[src/rtl/qsn_pkg.sv]
// qsn_pkg: shared constants and types for the QSN sharing front end.
package qsn_pkg;

    localparam int QSN_Z     = 15;
    localparam int QSN_SEL_W = 4;
    localparam int QSN_LAT   = 1;

    typedef logic [QSN_Z-1:0]     qsn_vec_t;
    typedef logic [QSN_SEL_W-1:0] qsn_sel_t;
    typedef logic                 qsn_src_t;

    // A shift factor outside the circulant cannot be applied; it is reported
    // separately and replaced by a zero shift so the data still flows.
    function automatic logic qsn_shift_bad(input qsn_sel_t s);
        return (s >= QSN_SEL_W'(QSN_Z));
    endfunction

endpackage

[src/rtl/qsn_arb_fifo.sv]
// qsn_arb_fifo: synchronous FIFO with occupancy count and no write-to-read
// bypass. Storage is cleared on reset so the head reads zero while empty.
module qsn_arb_fifo #(
    parameter int WIDTH = 16,
    parameter int DEPTH = 4
) (
    input  logic                         sys_clk,
    input  logic                         rstn,
    input  logic                         i_push,
    input  logic [WIDTH-1:0]             i_din,
    input  logic                         i_pop,
    output logic [WIDTH-1:0]             o_dout,
    output logic                         o_empty,
    output logic [$clog2(DEPTH+1)-1:0]   o_count
);

    localparam int AW = $clog2(DEPTH);
    localparam int CW = $clog2(DEPTH + 1);

    logic [WIDTH-1:0] r_mem [DEPTH];
    logic [AW-1:0]    r_wr_ptr;
    logic [AW-1:0]    r_rd_ptr;
    logic [CW-1:0]    r_count;
    logic             w_do_pop;

    assign w_do_pop = i_pop && (r_count != '0);
    assign o_dout   = r_mem[r_rd_ptr];
    assign o_empty  = (r_count == '0);
    assign o_count  = r_count;

    // Storage and pointers; pointers wrap naturally because DEPTH is a power of two.
    always_ff @(posedge sys_clk) begin
        if (!rstn) begin
            for (int i = 0; i < DEPTH; i++) begin
                r_mem[i] <= '0;
            end
            r_wr_ptr <= '0;
            r_rd_ptr <= '0;
        end else begin
            if (i_push) begin
                r_mem[r_wr_ptr] <= i_din;
                r_wr_ptr        <= r_wr_ptr + 1'b1;
            end
            if (w_do_pop) begin
                r_rd_ptr <= r_rd_ptr + 1'b1;
            end
        end
    end

    // Occupancy: push and pop together leave it unchanged.
    always_ff @(posedge sys_clk) begin
        if (!rstn) begin
            r_count <= '0;
        end else begin
            r_count <= r_count + CW'(i_push) - CW'(w_do_pop);
        end
    end

    // A push that is not matched by a pop while full would overwrite the head.
    assert property (@(posedge sys_clk) disable iff (!rstn)
        !(i_push && (r_count == CW'(DEPTH)) && !w_do_pop))
        else $error("qsn_arb_fifo: push while full");

endmodule

[src/rtl/qsn_share_arb.sv]
// qsn_share_arb: round-robin sharing of one pipelined right-shift QSN between
// the VNU path (requester 0) and the CNU path (requester 1). The QSN cannot be
// stalled, so an operation is only issued when a FIFO slot is reserved for it.
// Optional build macro QSN_ARB_PERF_EN adds grant/stall counters.
//
// Handshake: a transfer happens in a cycle where reqN_valid and reqN_ready are
// both high; requesters hold valid/data/shift stable until then, and ready is
// never asserted without valid. Downstream pops the head when out_valid and
// out_ready are both high.
module qsn_share_arb
    import qsn_pkg::*;
#(
    parameter int FIFO_DEPTH = 4
) (
    input  logic        sys_clk,
    input  logic        rstn,
    input  logic        req0_valid,
    output logic        req0_ready,
    input  qsn_vec_t    req0_data,
    input  qsn_sel_t    req0_shift,
    input  logic        req1_valid,
    output logic        req1_ready,
    input  qsn_vec_t    req1_data,
    input  qsn_sel_t    req1_shift,
    output qsn_vec_t    qsn_sw_in,
    output qsn_sel_t    qsn_sel,
    input  qsn_vec_t    qsn_sw_out,
    output logic        out_valid,
    input  logic        out_ready,
    output qsn_vec_t    out_data,
    output qsn_src_t    out_src,
    output logic        shift_err
`ifdef QSN_ARB_PERF_EN
    ,
    output logic [15:0] perf_grant0,
    output logic [15:0] perf_grant1,
    output logic [15:0] perf_stall
`endif
);

    localparam int PIPE_LEN = 1 + QSN_LAT;
    localparam int CW       = $clog2(FIFO_DEPTH + 1);
    localparam int FW       = QSN_Z + 1;

    logic [CW-1:0]       r_credits;
    logic                r_prio;
    logic [PIPE_LEN-1:0] r_vld_pipe;
    logic [PIPE_LEN-1:0] r_src_pipe;

    logic          w_has_credit;
    logic          w_grant0;
    logic          w_grant1;
    logic          w_issue;
    logic          w_pop;
    logic          w_push;
    logic          w_fifo_empty;
    logic          w_shift_bad;
    qsn_vec_t      w_data;
    qsn_sel_t      w_shift;
    logic [FW-1:0] w_fifo_din;
    logic [FW-1:0] w_fifo_dout;
    logic [CW-1:0] w_fifo_count;

    assign w_has_credit = (r_credits != '0);

    // Grant one requester per cycle; with both asking, r_prio names the one owed a turn.
    always_comb begin
        w_grant0 = 1'b0;
        w_grant1 = 1'b0;
        if (w_has_credit) begin
            if (req0_valid && req1_valid) begin
                w_grant0 = (r_prio == 1'b0);
                w_grant1 = (r_prio == 1'b1);
            end else begin
                w_grant0 = req0_valid;
                w_grant1 = req1_valid;
            end
        end
    end

    assign req0_ready  = w_grant0;
    assign req1_ready  = w_grant1;
    assign w_issue     = w_grant0 | w_grant1;
    assign w_data      = w_grant1 ? req1_data  : req0_data;
    assign w_shift     = w_grant1 ? req1_shift : req0_shift;
    assign w_shift_bad = qsn_shift_bad(w_shift);

    // Issue stage: capture the winner into the QSN inputs and move the turn to the other side.
    always_ff @(posedge sys_clk) begin
        if (!rstn) begin
            qsn_sw_in <= '0;
            qsn_sel   <= '0;
            shift_err <= 1'b0;
            r_prio    <= 1'b0;
        end else if (w_issue) begin
            qsn_sw_in <= w_data;
            qsn_sel   <= w_shift_bad ? '0 : w_shift;
            r_prio    <= w_grant0;
            if (w_shift_bad) begin
                shift_err <= 1'b1;
            end
        end
    end

    // Track which QSN output cycles carry real results, and from whom.
    always_ff @(posedge sys_clk) begin
        if (!rstn) begin
            r_vld_pipe <= '0;
            r_src_pipe <= '0;
        end else begin
            r_vld_pipe <= {r_vld_pipe[PIPE_LEN-2:0], w_issue};
            r_src_pipe <= {r_src_pipe[PIPE_LEN-2:0], w_grant1};
        end
    end

    assign w_push     = r_vld_pipe[PIPE_LEN-1];
    assign w_fifo_din = {r_src_pipe[PIPE_LEN-1], qsn_sw_out};
    assign w_pop      = out_valid & out_ready;

    qsn_arb_fifo #(
        .WIDTH (FW),
        .DEPTH (FIFO_DEPTH)
    ) u_out_fifo (
        .sys_clk (sys_clk),
        .rstn    (rstn),
        .i_push  (w_push),
        .i_din   (w_fifo_din),
        .i_pop   (w_pop),
        .o_dout  (w_fifo_dout),
        .o_empty (w_fifo_empty),
        .o_count (w_fifo_count)
    );

    assign out_valid = ~w_fifo_empty;
    assign out_data  = w_fifo_dout[QSN_Z-1:0];
    assign out_src   = w_fifo_dout[QSN_Z];

    // Credits: one taken per issue, one given back per pop.
    always_ff @(posedge sys_clk) begin
        if (!rstn) begin
            r_credits <= CW'(FIFO_DEPTH);
        end else begin
            r_credits <= r_credits - CW'(w_issue) + CW'(w_pop);
        end
    end

    // Every slot is either free, buffered, or reserved by an operation inside the QSN.
    assert property (@(posedge sys_clk) disable iff (!rstn)
        (int'(r_credits) + int'(w_fifo_count) + $countones(r_vld_pipe)) == FIFO_DEPTH)
        else $error("qsn_share_arb: credit accounting broken");

`ifdef QSN_ARB_PERF_EN
    logic w_stall;
    assign w_stall = (req0_valid | req1_valid) & ~w_has_credit;

    // Saturating performance counters.
    always_ff @(posedge sys_clk) begin
        if (!rstn) begin
            perf_grant0 <= '0;
            perf_grant1 <= '0;
            perf_stall  <= '0;
        end else begin
            if (w_grant0 && (perf_grant0 != 16'hFFFF)) perf_grant0 <= perf_grant0 + 16'd1;
            if (w_grant1 && (perf_grant1 != 16'hFFFF)) perf_grant1 <= perf_grant1 + 16'd1;
            if (w_stall  && (perf_stall  != 16'hFFFF)) perf_stall  <= perf_stall  + 16'd1;
        end
    end
`endif

endmodule
[config.mk]
export PLATFORM = sky130hd
export DESIGN_NAME = qsn_share_arb
export DESIGN_NICKNAME = d
export VERILOG_FILES = /design/src/rtl/qsn_pkg.sv /design/src/rtl/qsn_arb_fifo.sv /design/src/rtl/qsn_share_arb.sv
export SDC_FILE = /design/constraint.sdc
export NUM_CORES = 1
export LEC_CHECK = 0
export ABC_CLOCK_PERIOD_IN_PS = 2940
export BUFFER_PORTS_ARGS = -buffer_cell sky130_fd_sc_hd__buf_2
export CAP_MARGIN = 25
export CORE_UTILIZATION = 40
export CTS_CLUSTER_DIAMETER = 120
export DETAILED_ROUTE_END_ITERATION = 12
export PLACE_DENSITY_LB_ADDON = 0.15
export SLEW_MARGIN = 5
export SYNTH_ARGS = -nofsm -noshare
export SYNTH_HDL_FRONTEND = slang
export SYNTH_SLANG_ARGS = --single-unit
[constraint.sdc]
create_clock -name sys_clk -period 2.94 [get_ports sys_clk]
set_clock_uncertainty 0.1 [all_clocks]
set_input_delay 0.588 -clock sys_clk [delete_from_list [all_inputs] [get_ports sys_clk]]
set_output_delay 0.588 -clock sys_clk [all_outputs]
set_load 0.01 [all_outputs]
==> PnR_summary.wiki <==
{| class="wikitable"
! Metric !! Value
|-
| Register area share after synthesis || 60.4%
|-
| Internal Dissipation || 0.00276 W
|-
| Worst path max stage delay || 0.57 ns
|-
| Fin nets || 500
|-
| Actual slew at the worst max-slew pin || 0.523 ns
|-
| Reg power frac || 45.6%
|-
| Status || complete, no violations
|-
| Layout cells sized above 1 || 35.3%
|-
| Fraction of power spent switching nets || 29.1%
|-
| Share of total power in combinational logic || 27.3%
|-
| Count of antenna-violating nets left after detailed routing || 0
|-
| Relative max-transition margin || 65.1%
|-
| Fmax || 414 MHz
|-
| Largest cells by area after synthesis || edfxtp_1 44%, dfxtp_1 17%, mux4_2 8.2%
|-
| Final worst setup slack || 0.524 ns
|-
| CTS H-tree depth || 3
|-
| WL/cell || 15.7 um
|-
| Clock tree from TritonCTS || done
|-
| Power consumption || 0.00389 W
|-
| Final max-slew violation count || 0
|-
| Crit-path max FO || 16
|-
| Max layer used || met4
|-
| Dominant synthesized flop cell || edfxtp_1
|-
| Syn_nets || 397
|-
| Power density normalized to cell area || 729 nW/um^2
|-
| Routed wire length on met3 || 435 um
|-
| Half-perimeter wire length after placement || 6120 um
|-
| Clock network fraction of design power || 27.1%
|-
| Core Footprint || 10,500 um^2
|-
| Share of the clock period used by the worst path after layout || 82.2%
|-
| Clock network latency to the later pin of the worst-skew pair || 0.36 ns
|-
| Starting DRC count in detailed routing || 91
|-
| Total congestion overflow || 0
|-
| Clock Tree Root || clkbuf_8
|-
| Post-synth cell types || 39
|-
| First-pass GRT wire length || 15,200 um
|-
| Largest buffer count on any clock path || 2
|-
| Die span in x || 107 um
|-
| Share of flip-flops with an asynchronous set or reset after synthesis || 0%
|-
| Fraction of synthesized cell area taken by the top area cell type || 43.6%
|-
| Post-Synthesis Cell Area || 4410 um^2
|-
| WL met1 || 3990 um
|-
| Highest ir drop seen on vdd || 0.304 mV
|-
| DR vias || 2,900
|-
| Cell type contributing the most total cell area after synthesis || edfxtp_1
|-
| Post-cts repair resize count || 0
|-
| Final hold slack || 0.335 ns
|-
| Critical path cell sequence || buf_4 > mux4_2 > buf_2
|-
| Via/cell ratio || 5.02
|-
| Clock tree sinks || 101
|-
| Largest net degree at the start of global routing || 24
|-
| Antenna Diode Count || 0
|-
| Switching power total || 0.00113 W
|-
| Category of the most critical setup path || register to output pin
|-
| Buffers plus inverters on the worst setup path || 2
|-
| Fin Setup TNS || 0 ns
|-
| Ys Warns || 0
|-
| Endpoint required time on the critical path || 2.25 ns
|-
| Number of primary I/O pins || 97
|-
| Wire length after detailed routing || 9070 um
|-
| Count leader, synth || edfxtp_1
|-
| CP Capture Type || output pin
|-
| Crit path time final || 2.42 ns
|-
| Launching element type of the critical path || register
|-
| Master of the slowest instance on the critical path || mux4_2
|-
| Family with the most delay on the worst path || multiplexers
|-
| Synthesized instance count || 334
|-
| Antenna violations before repair || 0
|-
| Endpoint arrival time on the critical path || 1.73 ns
|-
| Unrepaired setup endpoints after global routing || false
|-
| Overall die area || 11,400 um^2
|-
| Number of synthesized register bits || 101
|-
| Leakage dissipation || 2.23 nW
|-
| Synthesized area divided by synthesized cell count || 13.2 um^2
|-
| Number of buffers created by CTS || 9
|-
| Maxcap violations || 0
|-
| Count of port buffers added during placement || 96
|-
| Count of flip-flops with a built-in enable after synthesis || 64
|-
| Final core utilization || 50.8%
|-
| Pre-CTS worst setup slack || 0.557 ns
|-
| Residual DRC count || 0
|-
| Worst hold-check path type || register to register
|-
| Vias in the first global route || 3,032
|-
| Chip height || 107 um
|-
| Final weighted congestion in routability-driven placement || 0.720
|-
| Postcts setup bufs || 0
|-
| Detailed route wirelength on metal2 || 4530 um
|-
| Area growth from synthesis to final layout || 21.0%
|-
| Initial standard-cell utilization of the core || 41.9%
|-
| Total global routing track utilization || 17.6%
|-
| Leading cell types by count after synthesis || 64 x edfxtp_1, 53 x and2_1, 37 x dfxtp_1
|-
| Register clock-pin slew on the reported worst setup and hold paths || 0.10 ns
|-
| Cell Rows || 37
|-
| Fillers || 959
|-
| Hold buffer count at cts || 0
|-
| Count of endpoints failing hold in the final timing report || 0
|-
| Count of TritonRoute iterations in the first routing pass || 4
|-
| Final setup violation count || 0
|}
cell usage in the layout, fill, tap and decap left out, types with 7 or more instances in the layout:
cell type  Yosys  routed
nand3_1       10      10
clkbuf_8       0       9
a21oi_1       16      16
dfxtp_1       37      37
o221ai_1      15      15
edfxtp_1      64      64
buf_4          1      15
mux4_2        16      16
and3_1        17      17
nand2_1        7       7
buf_2          5      96
inv_1         21      21
and2_1        53      53
nor2_1        10      10
power groups by stage:
stage	Sequential [W]	Clock (W)	Combinational (W)
after global routing	0.00180	0.00114	0.00121
final	0.00177	0.00105	0.00106
after CTS	0.00178	0.00108	0.00109
after floorplan	0.00181	0	0.000726
after global placement	0.00180	0	0.00106
after detailed placement	0.00181	0	0.00108
cell type report:
class | instances | area [um^2] | area share (%)
clock buffers | 9 | 124 | 2.32
clock inverters | 7 | 120 | 2.25
inverters | 22 | 82.6 | 1.55
multi-input cells | 191 | 1560 | 29.3
flip-flops and latches | 101 | 2660 | 49.9
well taps | 136 | 170 | 3.19
repair buffers | 112 | 613 | 11.5
final timing paths:
path,startpoint,depth (start not counted),slack (ns),end
setup reg to reg,r_credits[1]$_SDFF_PN0_,8,0.59,r_credits[2]$_SDFF_PN1_
hold / removal,r_src_pipe[0]$_SDFF_PN0_,1,0.34,r_src_pipe[1]$_SDFF_PN0_
setup / recovery,register,3,0.52,out_data[13]
hold reg to reg,r_src_pipe[0]$_SDFF_PN0_,1,0.34,r_src_pipe[1]$_SDFF_PN0_
registers in the layout (all words and copies together), names as in the netlist, named ones only:
signal	flops
qsn_sw_in	15
r_src_pipe	2
u_out_fifo.r_wr_ptr	2
qsn_sel	4
r_vld_pipe	2
shift_err	1
u_out_fifo.r_mem	64
u_out_fifo.o_count	3
r_credits	3
r_prio	1
u_out_fifo.r_rd_ptr	2
metal layers:
metal  GRT usage [%]  vias to the layer above
met4            5.87                        0
met1            22.0                     1383
li1                -                     1417
met3            3.65                       11
met5               0                        -
met2            30.4                       89
kinds of logic after synthesis:
family / share of synthesized area [%]
DFF: 60.4
buffers and inverters: 4.15
adders and majority gates: 1.76
muxes: 8.18
AOI/OAI and AO/OA: 9.03
and+or+nand+nor: 14.7
xor gates and xnor gates: 1.79
through the flow:
step	std cells	instance area [um^2]
floorplan	334	4410
global placement	562	5090
detailed placement	562	5090
CTS	578	5330
global route	578	5330
finish	578	5330
worst register-to-register path: stages, from the launching register on:
cell     delay (ns)
dfxtp_1        0.35
or3_1          0.55
o21ai_2        0.15
xnor2_1        0.10
ha_1           0.21
fa_1           0.38
xnor2_1        0.18
xnor2_1        0.15
nand2_1        0.08
Note: power is estimated with default switching activity, not from simulation.
